$ cat src/rtl/result_bcd_emitter_pkg.sv
// Shared types and constants for the result-to-ASCII emitter.
package euler_pkg;

    typedef enum logic [2:0] {IDLE, CONVERT, EMIT_DIG, EMIT_NL, DONE} state_t;

    localparam logic [7:0] ASCII_ZERO = 8'h30;
    localparam logic [7:0] ASCII_NL   = 8'h0A;

    // Decimal digits needed for a width-bit unsigned value: ceil(width*log10(2)).
    function automatic int digits_for(input int width);
        return (width * 30103 + 99999) / 100000;
    endfunction

endpackage

$ cat src/rtl/result_bcd_emitter_if.sv
// Run trigger, status and ASCII byte stream of the result emitter.
interface result_bcd_emitter_if #(parameter int WIDTH = 32);
    logic             start;
    logic [WIDTH-1:0] value;
    logic             busy;
    logic             done;
    logic             ascii_valid;
    logic [7:0]       ascii_data;
    logic             ascii_ready;

    modport master (
        input  start, value, ascii_ready,
        output busy, done, ascii_valid, ascii_data
    );

    modport slave (
        output start, value, ascii_ready,
        input  busy, done, ascii_valid, ascii_data
    );
endinterface

$ cat src/rtl/result_bcd_emitter_bcd_add3.sv
// Double-dabble correction: every nibble >= 5 gets +3 before the shift.
module bcd_add3 #(
    parameter int DIGITS = 10
) (
    input  logic [DIGITS-1:0][3:0] d,
    output logic [DIGITS-1:0][3:0] q
);
    for (genvar i = 0; i < DIGITS; i++) begin : g_nib
        // Only 5..9 reach here in a valid BCD word, so the sum stays within 4 bits.
        assign q[i] = (d[i] >= 4'd5) ? d[i] + 4'd3 : d[i];
    end
endmodule

$ cat src/rtl/result_bcd_emitter.sv
// Captures a binary result on a start edge, converts it to BCD and streams
// the digits MSD-first as ASCII with leading zeros suppressed, then a newline.
module result_bcd_emitter
    import euler_pkg::*;
#(
    parameter int WIDTH  = 32,
    parameter int DIGITS = 10
) (
    input logic                  clk,
    input logic                  reset,
    result_bcd_emitter_if.master bus
);
    localparam int CW = $clog2(WIDTH + 1);
    localparam int IW = (DIGITS > 1) ? $clog2(DIGITS) : 1;

    if (DIGITS < digits_for(WIDTH)) begin : g_bad_digits
        $error("DIGITS too small for WIDTH");
    end

    state_t                  state, state_nxt;
    logic                    start_q;
    logic [WIDTH-1:0]        bin;
    logic [DIGITS-1:0][3:0]  bcd, adj;
    logic [CW-1:0]           cnt;
    logic [IW-1:0]           idx;
    logic                    seen;
    logic [3:0]              nib;
    logic                    edge_det, last_iter, skip, xfer;

    bcd_add3 #(.DIGITS(DIGITS)) u_add3 (.d(bcd), .q(adj));

    assign edge_det  = bus.start & ~start_q;
    assign last_iter = (cnt == CW'(WIDTH - 1));
    assign nib       = bcd[idx];
    // The last digit is never skipped so a zero result still prints "0".
    assign skip      = (nib == 4'd0) && !seen && (idx != '0);
    assign xfer      = bus.ascii_valid && bus.ascii_ready;

    always_ff @(posedge clk or posedge reset) begin
        if (reset) state <= IDLE;
        else       state <= state_nxt;
    end

    always_comb begin
        state_nxt = state;
        case (state)
            IDLE:     if (edge_det)                state_nxt = CONVERT;
            CONVERT:  if (last_iter)               state_nxt = EMIT_DIG;
            EMIT_DIG: if (xfer && idx == '0)       state_nxt = EMIT_NL;
            EMIT_NL:  if (xfer)                    state_nxt = DONE;
            DONE:     if (!bus.start)              state_nxt = IDLE;
            default:                               state_nxt = IDLE;
        endcase
    end

    always_comb begin
        bus.busy        = (state == CONVERT) || (state == EMIT_DIG) || (state == EMIT_NL);
        bus.done        = (state == DONE);
        bus.ascii_valid = 1'b0;
        bus.ascii_data  = 8'h00;
        if (state == EMIT_DIG && !skip) begin
            bus.ascii_valid = 1'b1;
            bus.ascii_data  = ASCII_ZERO + {4'h0, nib};
        end else if (state == EMIT_NL) begin
            bus.ascii_valid = 1'b1;
            bus.ascii_data  = ASCII_NL;
        end
    end

    always_ff @(posedge clk or posedge reset) begin
        if (reset) begin
            start_q <= 1'b0;
            bin     <= '0;
            bcd     <= '0;
            cnt     <= '0;
            idx     <= '0;
            seen    <= 1'b0;
        end else begin
            start_q <= bus.start;
            case (state)
                IDLE: if (edge_det) begin
                    bin <= bus.value;
                    bcd <= '0;
                    cnt <= '0;
                end
                CONVERT: begin
                    {bcd, bin} <= {adj, bin} << 1;
                    cnt        <= cnt + 1'b1;
                    if (last_iter) begin
                        idx  <= IW'(DIGITS - 1);
                        seen <= 1'b0;
                    end
                end
                EMIT_DIG: begin
                    if (skip) begin
                        idx <= idx - 1'b1;
                    end else if (bus.ascii_ready) begin
                        seen <= 1'b1;
                        if (idx != '0) idx <= idx - 1'b1;
                    end
                end
                default: ;
            endcase
        end
    end
endmodule

$ cat src/flat_wrapper.sv
// flat-port wrapper written by rule: the top's interface ports become plain ports
module result_bcd_emitter_flat import euler_pkg::*;
#(
    parameter int WIDTH  = 32,
    parameter int DIGITS = 10
)
  (clk, reset, bus_start, bus_value, bus_ascii_ready, bus_busy, bus_done, bus_ascii_valid, bus_ascii_data);
  result_bcd_emitter_if #(.WIDTH(WIDTH)) bus_i ();
  input logic clk;
  input logic reset;
  input wire logic [$bits(bus_i.start)-1:0] bus_start;
  input wire logic [$bits(bus_i.value)-1:0] bus_value;
  input wire logic [$bits(bus_i.ascii_ready)-1:0] bus_ascii_ready;
  output wire logic [$bits(bus_i.busy)-1:0] bus_busy;
  output wire logic [$bits(bus_i.done)-1:0] bus_done;
  output wire logic [$bits(bus_i.ascii_valid)-1:0] bus_ascii_valid;
  output wire logic [$bits(bus_i.ascii_data)-1:0] bus_ascii_data;
  assign bus_i.start = bus_start;
  assign bus_i.value = bus_value;
  assign bus_i.ascii_ready = bus_ascii_ready;
  assign bus_busy = bus_i.busy;
  assign bus_done = bus_i.done;
  assign bus_ascii_valid = bus_i.ascii_valid;
  assign bus_ascii_data = bus_i.ascii_data;
  result_bcd_emitter #(.WIDTH(WIDTH), .DIGITS(DIGITS)) u_core (.clk(clk), .reset(reset), .bus(bus_i));
endmodule
$ cat config.mk
export PLATFORM = sky130hd
export DESIGN_NAME = result_bcd_emitter_flat
export DESIGN_NICKNAME = d
export VERILOG_FILES = /design/src/rtl/result_bcd_emitter_pkg.sv /design/src/rtl/result_bcd_emitter_if.sv /design/src/rtl/result_bcd_emitter_bcd_add3.sv /design/src/rtl/result_bcd_emitter.sv /design/src/flat_wrapper.sv
export SDC_FILE = /design/constraint.sdc
export NUM_CORES = 1
export LEC_CHECK = 0
export BUFFER_PORTS_ARGS = -buffer_cell sky130_fd_sc_hd__buf_2
export CORE_ASPECT_RATIO = 0.7
export CORE_MARGIN = 2
export CORE_UTILIZATION = 55
export CTS_CLUSTER_SIZE = 14
export DETAILED_ROUTE_END_ITERATION = 7
export PLACE_DENSITY = 0.82
export SETUP_SLACK_MARGIN = 0.15
export SLEW_MARGIN = 0
export SYNTH_ARGS = -nofsm -noshare
export SYNTH_HDL_FRONTEND = slang
export SYNTH_SLANG_ARGS = --single-unit
$ cat constraint.sdc
create_clock -name clk -period 6.7 [get_ports clk]
set_clock_uncertainty 0.2 [all_clocks]
set_input_delay 1.005 -clock clk [delete_from_list [all_inputs] [get_ports clk]]
set_output_delay 1.005 -clock clk [all_outputs]
set_load 0.01 [all_outputs]
* Word level (Yosys, flattened, before mapping) *
Cells that the tools add are included.

operators by class
  add/sub/neg operators = 13
  $mul = 0
  divide/modulo/power cells = 0
  $lt $le $gt $ge = 11
  equality and inequality tests = 14
  shifts and indexed selects = 0
  muxes and demuxes = 37
  bitwise gates (word level) = 2
  reduce and logical (&&, ||, !) cells = 19

operators by type and width
  operator             number
  $pmux 40 s2          1
  $pmux 32 s2          1
  $mux 4               15
  $ge 4x3->1 const B   10
  $mux 40              1
  $add 4x2->4 const B  9
  $mux 32              1
  $mux 3               6
  $bmux 4 s4           1
  $pmux 3 s5           1
  $pmux 6 s2           1
  $logic_not 4->1      2
  $mux 8               1
  $ne 2x1->1 const B   4
  $pmux 4 s2           1
  $reduce_and 4->1     2
  $add 6x4->7 const A  1
  $add 6x1->6 const B  1
  $eq 3x2->1 const B   2
  $eq 6x5->1 const B   1
  $mux 6               1
  $ne 2x2->1 const B   3
  $ne 3x2->1 const B   2
  $logic_and 1x1->1    5
  other kinds (16)     23

word-level totals
  register bits = 87
  latch bits = 0
  bits in writable memories = 0
  memory bits (read-only) = 0
  input bits = 36
  output and inout bits = 11
  memories kept = 0

* Longest topological paths before layout *
Gate-level depths: netlist (run 1).

  depth after elaboration = 12
  depth in mapped cells = 11

* Modules after synthesis *
From an unflattened synthesis (run 1), not the netlist that was laid out.

second synthesis, totals
  cell total of the unflattened synthesis = 622
  area, all modules = 5183.7 µm²

by module, submodules not included
  module              instances  cells each  area an instance (µm²)  seq. area each (µm²)
  result_bcd_emitter  1          462         4170.2                  2177.1
  bcd_add3            1          160         1013.5                  0.0

* Worst setup path after synthesis (run 1) *
OpenSTA, ideal clock, no wires.

  path kind = reg2out
  start point = reg u_core.idx[0]
  end point = out bus_ascii_data[5]
  arrival = 1.944 ns
  path slack = 3.551 ns
  cell stages (with the launch flop) = 11
  cell sequence = dfrtp_1 -> buf_6 -> buf_8 -> inv_1 -> ha_1 -> nor3b_1 -> nor2_1 -> o211ai_2 -> nor4_4 -> nor2_1 -> buf_4

on the way
  longest elaborated chain between the ends = 8
  elaborated cells on any way between the ends = 10

ends and longest elaborated chain
  element                                                              line                      RTL
  from (decl)                                                          result_bcd_emitter.sv:25  logic [IW-1:0] idx;
  from (signal assigned)                                               result_bcd_emitter.sv:90  idx <= IW'(DIGITS - 1);
  from (signal assigned)                                               result_bcd_emitter.sv:96  idx <= idx - 1'b1;
  from (signal assigned)                                               result_bcd_emitter.sv:99  if (idx != '0) idx <= idx - 1'b1;
  parallel branches: the longest is 7 deep, another holds $add 6x4->7  -
  $mux 8 (*)                                                           result_bcd_emitter.sv:61  if (state == EMIT_DIG && !skip) begin
  to (decl)                                                            flat_wrapper.sv:17        output wire logic [$bits(bus_i.ascii_data)-1:0] bus_ascii_data;

Mark *: on every way between the ends. The select of a mux whose other input is x is not followed.

* Worst setup path in the final report (run 1) *
  start point = reg u_core.idx[0]
  end point = out bus_ascii_valid

on the way
  longest elaborated chain between the ends = 8
  elaborated cells on any way between the ends = 9

ends and longest elaborated chain
  element                       line                      RTL
  $bmux 4 s4                    result_bcd_emitter.sv:34  assign nib = bcd[idx];
  $mux 4 (implied by the code)  result_bcd_emitter.sv:34
  $logic_not 4->1               result_bcd_emitter.sv:36  assign skip = (nib == 4'd0) && !seen && (idx != '0);
  $logic_and 1x1->1             result_bcd_emitter.sv:36
  $logic_and 1x1->1 (*)         result_bcd_emitter.sv:36
  $logic_not 1->1 (*)           result_bcd_emitter.sv:61
  $logic_and 1x1->1 (*)         result_bcd_emitter.sv:61
  $mux 1 (*)                    result_bcd_emitter.sv:61
  to (decl)                     flat_wrapper.sv:16        output wire logic [$bits(bus_i.ascii_valid)-1:0] bus_ascii_valid;

Every way passes the cells marked *; elsewhere a longest branch is shown, timed or not. The select of a mux whose other input is x is not followed.

==> impl_results.md, run 1 <==
* Status: finished clean
* Cts repair resizes at 0
* Layout cells sized above 1 at between 10% and 20%
* R2R depth at 9
* Synthesized area at ~0.0049 mm²
* Total number of vias at 3955
* Hold buffer count at CTS at 0
* Post-DR vias/cell at approximately 6
* Final core utilization at 63.8%
* Relative slew slack at 28.3%
* # IOs at 47
* DIE HEIGHT at 82.9 µm
* Area of the multi-input gates at approximately 0.0025 mm²
* Synth warn at 0
* Pre-CTS setup slack at about 2.9 ns
* Die Span X at between 100 and 150 µm
* Peak supply drop at around 0.23 mV
* Clk_lat worst skew at 0.35 ns
* Hold EP: u_core.bin[8]
* CTS Buf Count at 9
* N_diodes at 0
* Global route total overflow at 0
* Hold Path Class: reg2reg
* Post-synth EDFFs at 0
* Clk slew on worst S/H paths at ~0.06 ns
* Cell taking the most area after synthesis: dfrtp_1
* Number of port buffers at between 40 and 50
* Flops & latches, synth at a little under 90
* Register area share after synthesis at 44.5%
* DR pass1 iterations at 5
* # fillers at about 700
* Asr flop ratio synth at 100%
* Global-route wire length before repair at ~19 mm
* Final Max Slew Viols at 0
* Crit Path Max Fanout at 22
* Register area at approximately 0.0022 mm²
* Overall Power at roughly 2.6 mW
* Prevailing post-synth register cell: dfrtp_1
* # nets final at just over 600
* Row Count at 28
* DR iter-0 viols at 369
* Final min period at approximately 4.2 ns
* Hold path start: u_core.bin[8]
* Setup_tns at 0 ns
* Placed cell count at about 660
* Htree depth at 3
* Die footprint at 0.00968 mm²
* Top cell type's share of synthesized area at around 44%
* Largest net degree at the start of global routing at 88
* Startpoint Class: flip-flop
* Max Clk Rate at approximately 240 MHz
* Post-route DRC at 0
* Final antenna-violating net count at 0
* Post-synthesis cell count at 523
* Routed wire length at between 10 and 15 mm
* Syn-to-layout area delta at 11.3%
* CTS tree: yes
* Required time worst endpoint at 5.49 ns
* Final setup vio count at 0
* Area of the core at between 0.008 and 0.009 mm²
* Critical R2R Launch: u_core.idx[0]
* DR WL/cell at approximately 16 µm
* Leak at 2.41 nW
* Unrepaired setup endpoints after global routing: no
* Initial Util at a little under three fifths
* Netlist cell types at between 40 and 50
* Dominant cells by area after synthesis: dfrtp_1 44%, ha_1 5.6%, nand2_1 4.9%, mux2i_1 4.1%, o21ai_0 4.0%
* Hold WS at about 0.28 ns
* Reg-to-reg slack, setup at about 3.4 ns
* Vias in the first global route at about 3.8k
* CP endpoint kind: output port
* Clock buffer depth at 2
* HPWL after detailed placement at about 7 mm
* RR Endpoint: u_core.idx[3]
* Initial antenna violation count at 0
* Hold depth at 2
* Final Non-Filler Cells at between 600 and 700
* Power density cells at ~480 mW/mm²
* Max cap viols at 0
* Post-route cell area at 0.00545 mm²
* Post-DP Area at ~0.0052 mm²
* Critical path class: reg2out
* RD Place Congestion at 0.800
* Final Hold Viols at 0
* Sink Count at 87
* Root buffer cell: clkbuf_16
* # Post-CTS Setup Buffers at 0
* PnR worst setup slack at about 2.5 ns
* GRT Util Overall at ~24%
* Mean Syn Cell Area at roughly 9.4 µm²
* Worst Tran Pin Value at around 1.1 ns
* Final period util at a little over three fifths
* CP Data Arrival Time at 3.03 ns
==> power by group <==
group	switching (mW)	total [mW]	internal [mW]
clock	0.210	0.501	0.291
combinational	0.574	1.06	0.485
sequential	0.275	1.03	0.758
==> synth_stat cells (2+ instances only) <==
cell type / number
o22ai_2: 3
nand3_1: 33
a22oi_1: 26
xnor2_1: 10
nor3_1: 7
nor2_1: 37
dfrtp_1: 87
clkbuf_1: 20
nand2_1: 64
o21ai_1: 4
nand2b_1: 14
xor2_1: 6
a21oi_1: 31
buf_1: 6
o211ai_1: 2
inv_2: 2
inv_1: 22
o31ai_1: 17
and2_1: 2
nand4_1: 2
mux2i_1: 20
buf_4: 3
or3_1: 3
nor3b_1: 6
a32o_1: 10
o21ai_0: 39
mux4_2: 4
ha_1: 22
o22ai_1: 6
==> cell families (layout without fill, tap and decap cells) <==
kind of cell / after synthesis / in the layout / synth area share (%)
DFF: 87 / 87 / 44.5
buffers and inverters: 57 / 90 / 5.34
muxes: 24 / 24 / 5.93
AOI/OAI and AO/OA: 142 / 142 / 18.9
other: 1 / 2 / 0.0766
and+or+nand+nor: 174 / 174 / 16.8
adders and majority gates: 22 / 22 / 5.62
xor gates and xnor gates: 16 / 16 / 2.86
==> sequential cells by signal, summed over array words and instances, names as in the netlist <==
register        count
u_core.bcd         40
u_core.bin         32
u_core.cnt          6
u_core.idx          4
u_core.seen         1
u_core.start_q      1
u_core.state        3
==> cell type report <==
class / instances / share of cell area (%)
Clock buffer: 12 / 4.34
Clock inverter: 4 / 1.01
Inverter: 24 / 1.68
Multi-Input combinational cell: 380 / 45.4
Sequential cell: 87 / 39.9
Tap cell: 120 / 2.75
Timing Repair Buffer: 50 / 4.87
==> cells in the final DEF (no fill, tap or decap), types with 3 or more instances in the layout <==
master / Yosys / routed
dfrtp_1: 87 / 87
xor2_1: 6 / 6
nor3b_1: 6 / 6
nand3_1: 33 / 33
nor2_1: 37 / 37
ha_1: 22 / 22
nand2_1: 64 / 64
o31ai_1: 17 / 17
mux2i_1: 20 / 20
nor3_1: 7 / 6
inv_1: 22 / 21
a32o_1: 10 / 10
o22ai_1: 6 / 6
o21ai_0: 39 / 39
a21oi_1: 31 / 31
buf_2: 1 / 44
xnor2_1: 10 / 10
buf_4: 3 / 6
clkbuf_16: 0 / 9
o21ai_1: 4 / 4
o22ai_2: 3 / 3
a22oi_1: 26 / 26
clkbuf_1: 20 / 3
mux4_2: 4 / 4
nand2b_1: 14 / 14
==> routing by layer <==
| metal | routed length [µm] | global-route usage, % | vias to the layer above |
|---|---|---|---|
| met5 | 0 | 0 | - |
| met4 | 155 | 7.06 | 0 |
| met1 | 5020 | 33.9 | 1926 |
| met3 | 612 | 6.79 | 16 |
| met2 | 5090 | 37.3 | 108 |
| li1 | - | - | 1905 |
==> worst max-delay path by stage <==
stage / start / endpoint / slack (ns) / depth (start not counted)
after floorplan: reset / u_core.bcd[0] / 3.24 / 1
after global placement: u_core.idx[0] / bus_ascii_valid / 2.98 / 8
after detailed placement: u_core.idx[0] / bus_ascii_valid / 2.89 / 8
after CTS: u_core.idx[0] / bus_ascii_valid / 2.49 / 8
after global routing: u_core.idx[0] / bus_ascii_data[4] / 2.32 / 8
final: u_core.idx[0] / bus_ascii_valid / 2.46 / 8
==> critical path, stage by stage, from the launching register on <==
cell	delay (ns)
dfrtp_1	1.03
inv_1	0.20
ha_1	0.28
nor3b_1	0.18
nor2_1	0.13
o211ai_2	0.11
nor4_4	0.48
a21oi_1	0.12
buf_2	0.15
Power figures use the tool's default switching activity.
==> run 2: changes to the inputs <==
==> constraint.sdc (replaced) <==
create_clock -name clk -period 3.9 [get_ports clk]
set_clock_uncertainty 0.2 [all_clocks]
set_input_delay 0.585 -clock clk [delete_from_list [all_inputs] [get_ports clk]]
set_output_delay 0.585 -clock clk [all_outputs]
set_load 0.01 [all_outputs]
==> impl_results.md, run 2 (synthesis results as in run 1) <==
* Status: finished clean (unchanged)
* Worst path cell trace: buf_4 > mux2i_1 > mux4_2 > o211ai_2 > nor4_4 > a21oi_1 > buf_2 (was inv_1 > ha_1 > nor3b_1 > nor2_1 > o211ai_2 > nor4_4 > a21oi_1 > buf_2)
* Peak supply drop at 0.434 mV (was 0.235 mV)
* GRT Util Overall at 24.1% (was 24.3%)
* # Post-CTS Setup Buffers at 0 (unchanged)
* # nets final at 612 (was 610)
* Final Max Slew Viols at 0 (unchanged)
* Initial antenna violation count at 0 (unchanged)
* Number of port buffers at 44 (unchanged)
* Post-DP Area at 0.00517 mm² (was 0.00516 mm²)
* DR pass1 iterations at 5 (unchanged)
* Power density cells at 811 mW/mm² (was 476 mW/mm²)
* Final setup vio count at 0 (unchanged)
* Final Hold Viols at 0 (unchanged)
* Layout cells sized above 1 at 15.0% (was 14.4%)
* Final antenna-violating net count at 0 (unchanged)
* Sw frac at 41.7% (was 40.8%)
* Global-route wire length before repair at 18.6 mm (was 18.7 mm)
* Leak at 2.41 nW (about the same)
* CTS Buf Count at 9 (unchanged)
* Syn-to-layout area delta at 11.4% (was 11.3%)
* DR WL/cell at 16.0 µm (was 16.1 µm)
* Most common cell after layout, fill and taps aside: dfrtp_1 (unchanged)
* Cts repair resizes at 0 (unchanged)
* N_diodes at 0 (unchanged)
* Crit-path max cell delay at 0.49 ns (was 1.03 ns)
* Relative slew slack at 48.4% (was 28.3%)
* CP Data Arrival Time at 2.48 ns (was 3.03 ns)
* Setup_tns at 0 ns (unchanged)
* Clock buffer depth at 2 (unchanged)
* Startpoint Class: flip-flop (unchanged)
* Row Count at 28 (unchanged)
* Total number of vias at 4041 (was 3955)
* Critical path class: reg2out (unchanged)
* Largest net degree at the start of global routing at 84 (was 88)
* Vias in the first global route at 3930 (was 3833)
* Unrepaired setup endpoints after global routing: no (unchanged)
* Combinational fraction of design power at 42.2% (was 40.8%)
* # fillers at 718 (was 709)
* Part of the power in registers at 39.4% (was 39.8%)
* Post-route cell area at 0.00545 mm² (about the same)
* # IOs at 47 (unchanged)
* HPWL after detailed placement at 7.44 mm (was 7.09 mm)
* Clk slew on worst S/H paths at 0.06 ns (about the same)
* Regs by FF count: u_core.bcd (40), u_core.bin (32), u_core.cnt (6) (unchanged)
* Initial Util at 57.3% (unchanged)
* Post-DR vias/cell at 5.95 (was 5.84)
* Root buffer cell: clkbuf_16 (unchanged)
* Die Span X at 117 µm (unchanged)
* Area of the core at 0.00855 mm² (unchanged)
* Required time worst endpoint at 3.12 ns (was 5.49 ns)
* Max Clk Rate at 307 MHz
* Max reg flops at 40 (unchanged)
* Worst Tran Pin Value at 0.773 ns (was 1.08 ns)
* CP top delay family: multiplexers (was flip-flops)
* Clk_lat worst skew at 0.35 ns (about the same)
* Switch Pwr at 1.84 mW (was 1.06 mW)
* Routed wire length at 10.9 mm (about the same)
* RD Place Congestion at 0.903 (was 0.800)
* CTS tree: yes (unchanged)
* Die footprint at 0.00968 mm² (unchanged)
* Max stage delay cell, worst path: nor4_4 (was dfrtp_1)
* DIE HEIGHT at 82.9 µm (unchanged)
* Final min period at 3.26 ns
* Sink Count at 87 (unchanged)
* Reg-to-reg slack, setup at 0.99 ns (was 3.36 ns)
* Most frequent cells in the layout: 87 x dfrtp_1, 64 x nand2_1, 44 x buf_2, 39 x o21ai_0, 37 x nor2_1 (unchanged)
* Internal Pwr Total at 2.58 mW (was 1.53 mW)
* Final period util at between 80 and 90%
* Crit Path Max Fanout at 20 (was 22)
* CP Buf/Inv Count at 2 (unchanged)
* CP endpoint kind: output port (unchanged)
* Biggest register: u_core.bcd (unchanged)
* Max cap viols at 0 (unchanged)
* Htree depth at 3 (unchanged)
* Post-route DRC at 0 (unchanged)
* Hold buffer count at CTS at 0 (unchanged)
* DR iter-0 viols at 229 (was 369)
* Hold Path Class: in2async (was reg2reg)
* Clk network pwr share at 18.4% (was 19.3%)
* Global route total overflow at 0 (unchanged)
run 2: cell types whose count changed in the layout (fill, tap and decap cells not counted):
| cell | before | now |
|---|---|---|
| buf_4 | 6 | 8 |
| inv_6 | 1 | 3 |
| bufinv_16 | 1 | 0 |
| clkinvlp_4 | 1 | 2 |
| clkbuf_1 | 3 | 1 |
run 2: power groups by stage:
stage | registers, mW | clock network (mW) | logic [mW]
final | 1.74 | 0.812 | 1.87
after global routing | 1.79 | 0.862 | 2.13
after CTS | 1.73 | 0.825 | 1.87
after detailed placement | 1.74 | 0 | 1.86
after global placement | 1.71 | 0 | 1.73
after floorplan | 1.58 | 0 | 1.57
run 2: worst paths after layout:
| check | startpoint | endpoint | cells after the start |
|---|---|---|---|
| max | u_core.idx[0] | bus_ascii_valid | 7 |
| max reg2reg | u_core.state[0] | u_core.bcd[27] | 6 |
| min reg2reg | u_core.bin[13] | u_core.bin[13] | 2 |
| max in group asynchronous | reset | u_core.bin[2] | 3 |
| min in group clk | bus_start | u_core.start_q | 1 |
| min | reset | u_core.bin[4] | 2 |
run 2: metrics by stage:
| step | hold WS, ns | instances | total power, mW | util, % | setup WS (ns) |
|---|---|---|---|---|---|
| floorplan | 0.246 | 524 | 3.15 | - | 0.865 |
| global placement | 0.258 | 663 | 3.44 | 60.5 | 1.15 |
| detailed placement | 0.264 | 663 | 3.60 | 60.5 | 1.02 |
| CTS | 0.154 | 679 | 4.42 | 63.8 | 0.648 |
| global route | 0.177 | 679 | 4.79 | 63.8 | 0.517 |
| finish | 0.129 | 679 | 4.42 | 63.8 | 0.639 |
run 2: per-layer routing:
| layer | wire length (µm) | GRT usage [%] | vias up |
|---|---|---|---|
| met1 | 4910 | 32.8 | 1979 |
| met2 | 5090 | 36.9 | 122 |
| met5 | 0 | 0 | - |
| met4 | 211 | 8.13 | 0 |
| met3 | 679 | 7.15 | 25 |
| li1 | - | - | 1915 |
run 2: cell type report:
cell class                      count  area [µm²]  share of cell area (%)
Multi-Input combinational cell    380        2470                    45.4
Sequential cell                    87        2180                    39.9
Timing Repair Buffer               52         280                    5.14
Clock buffer                       10         229                    4.20
Tap cell                          120         150                    2.75
Inverter                           24        91.3                    1.68
Clock inverter                      6        50.0                   0.918
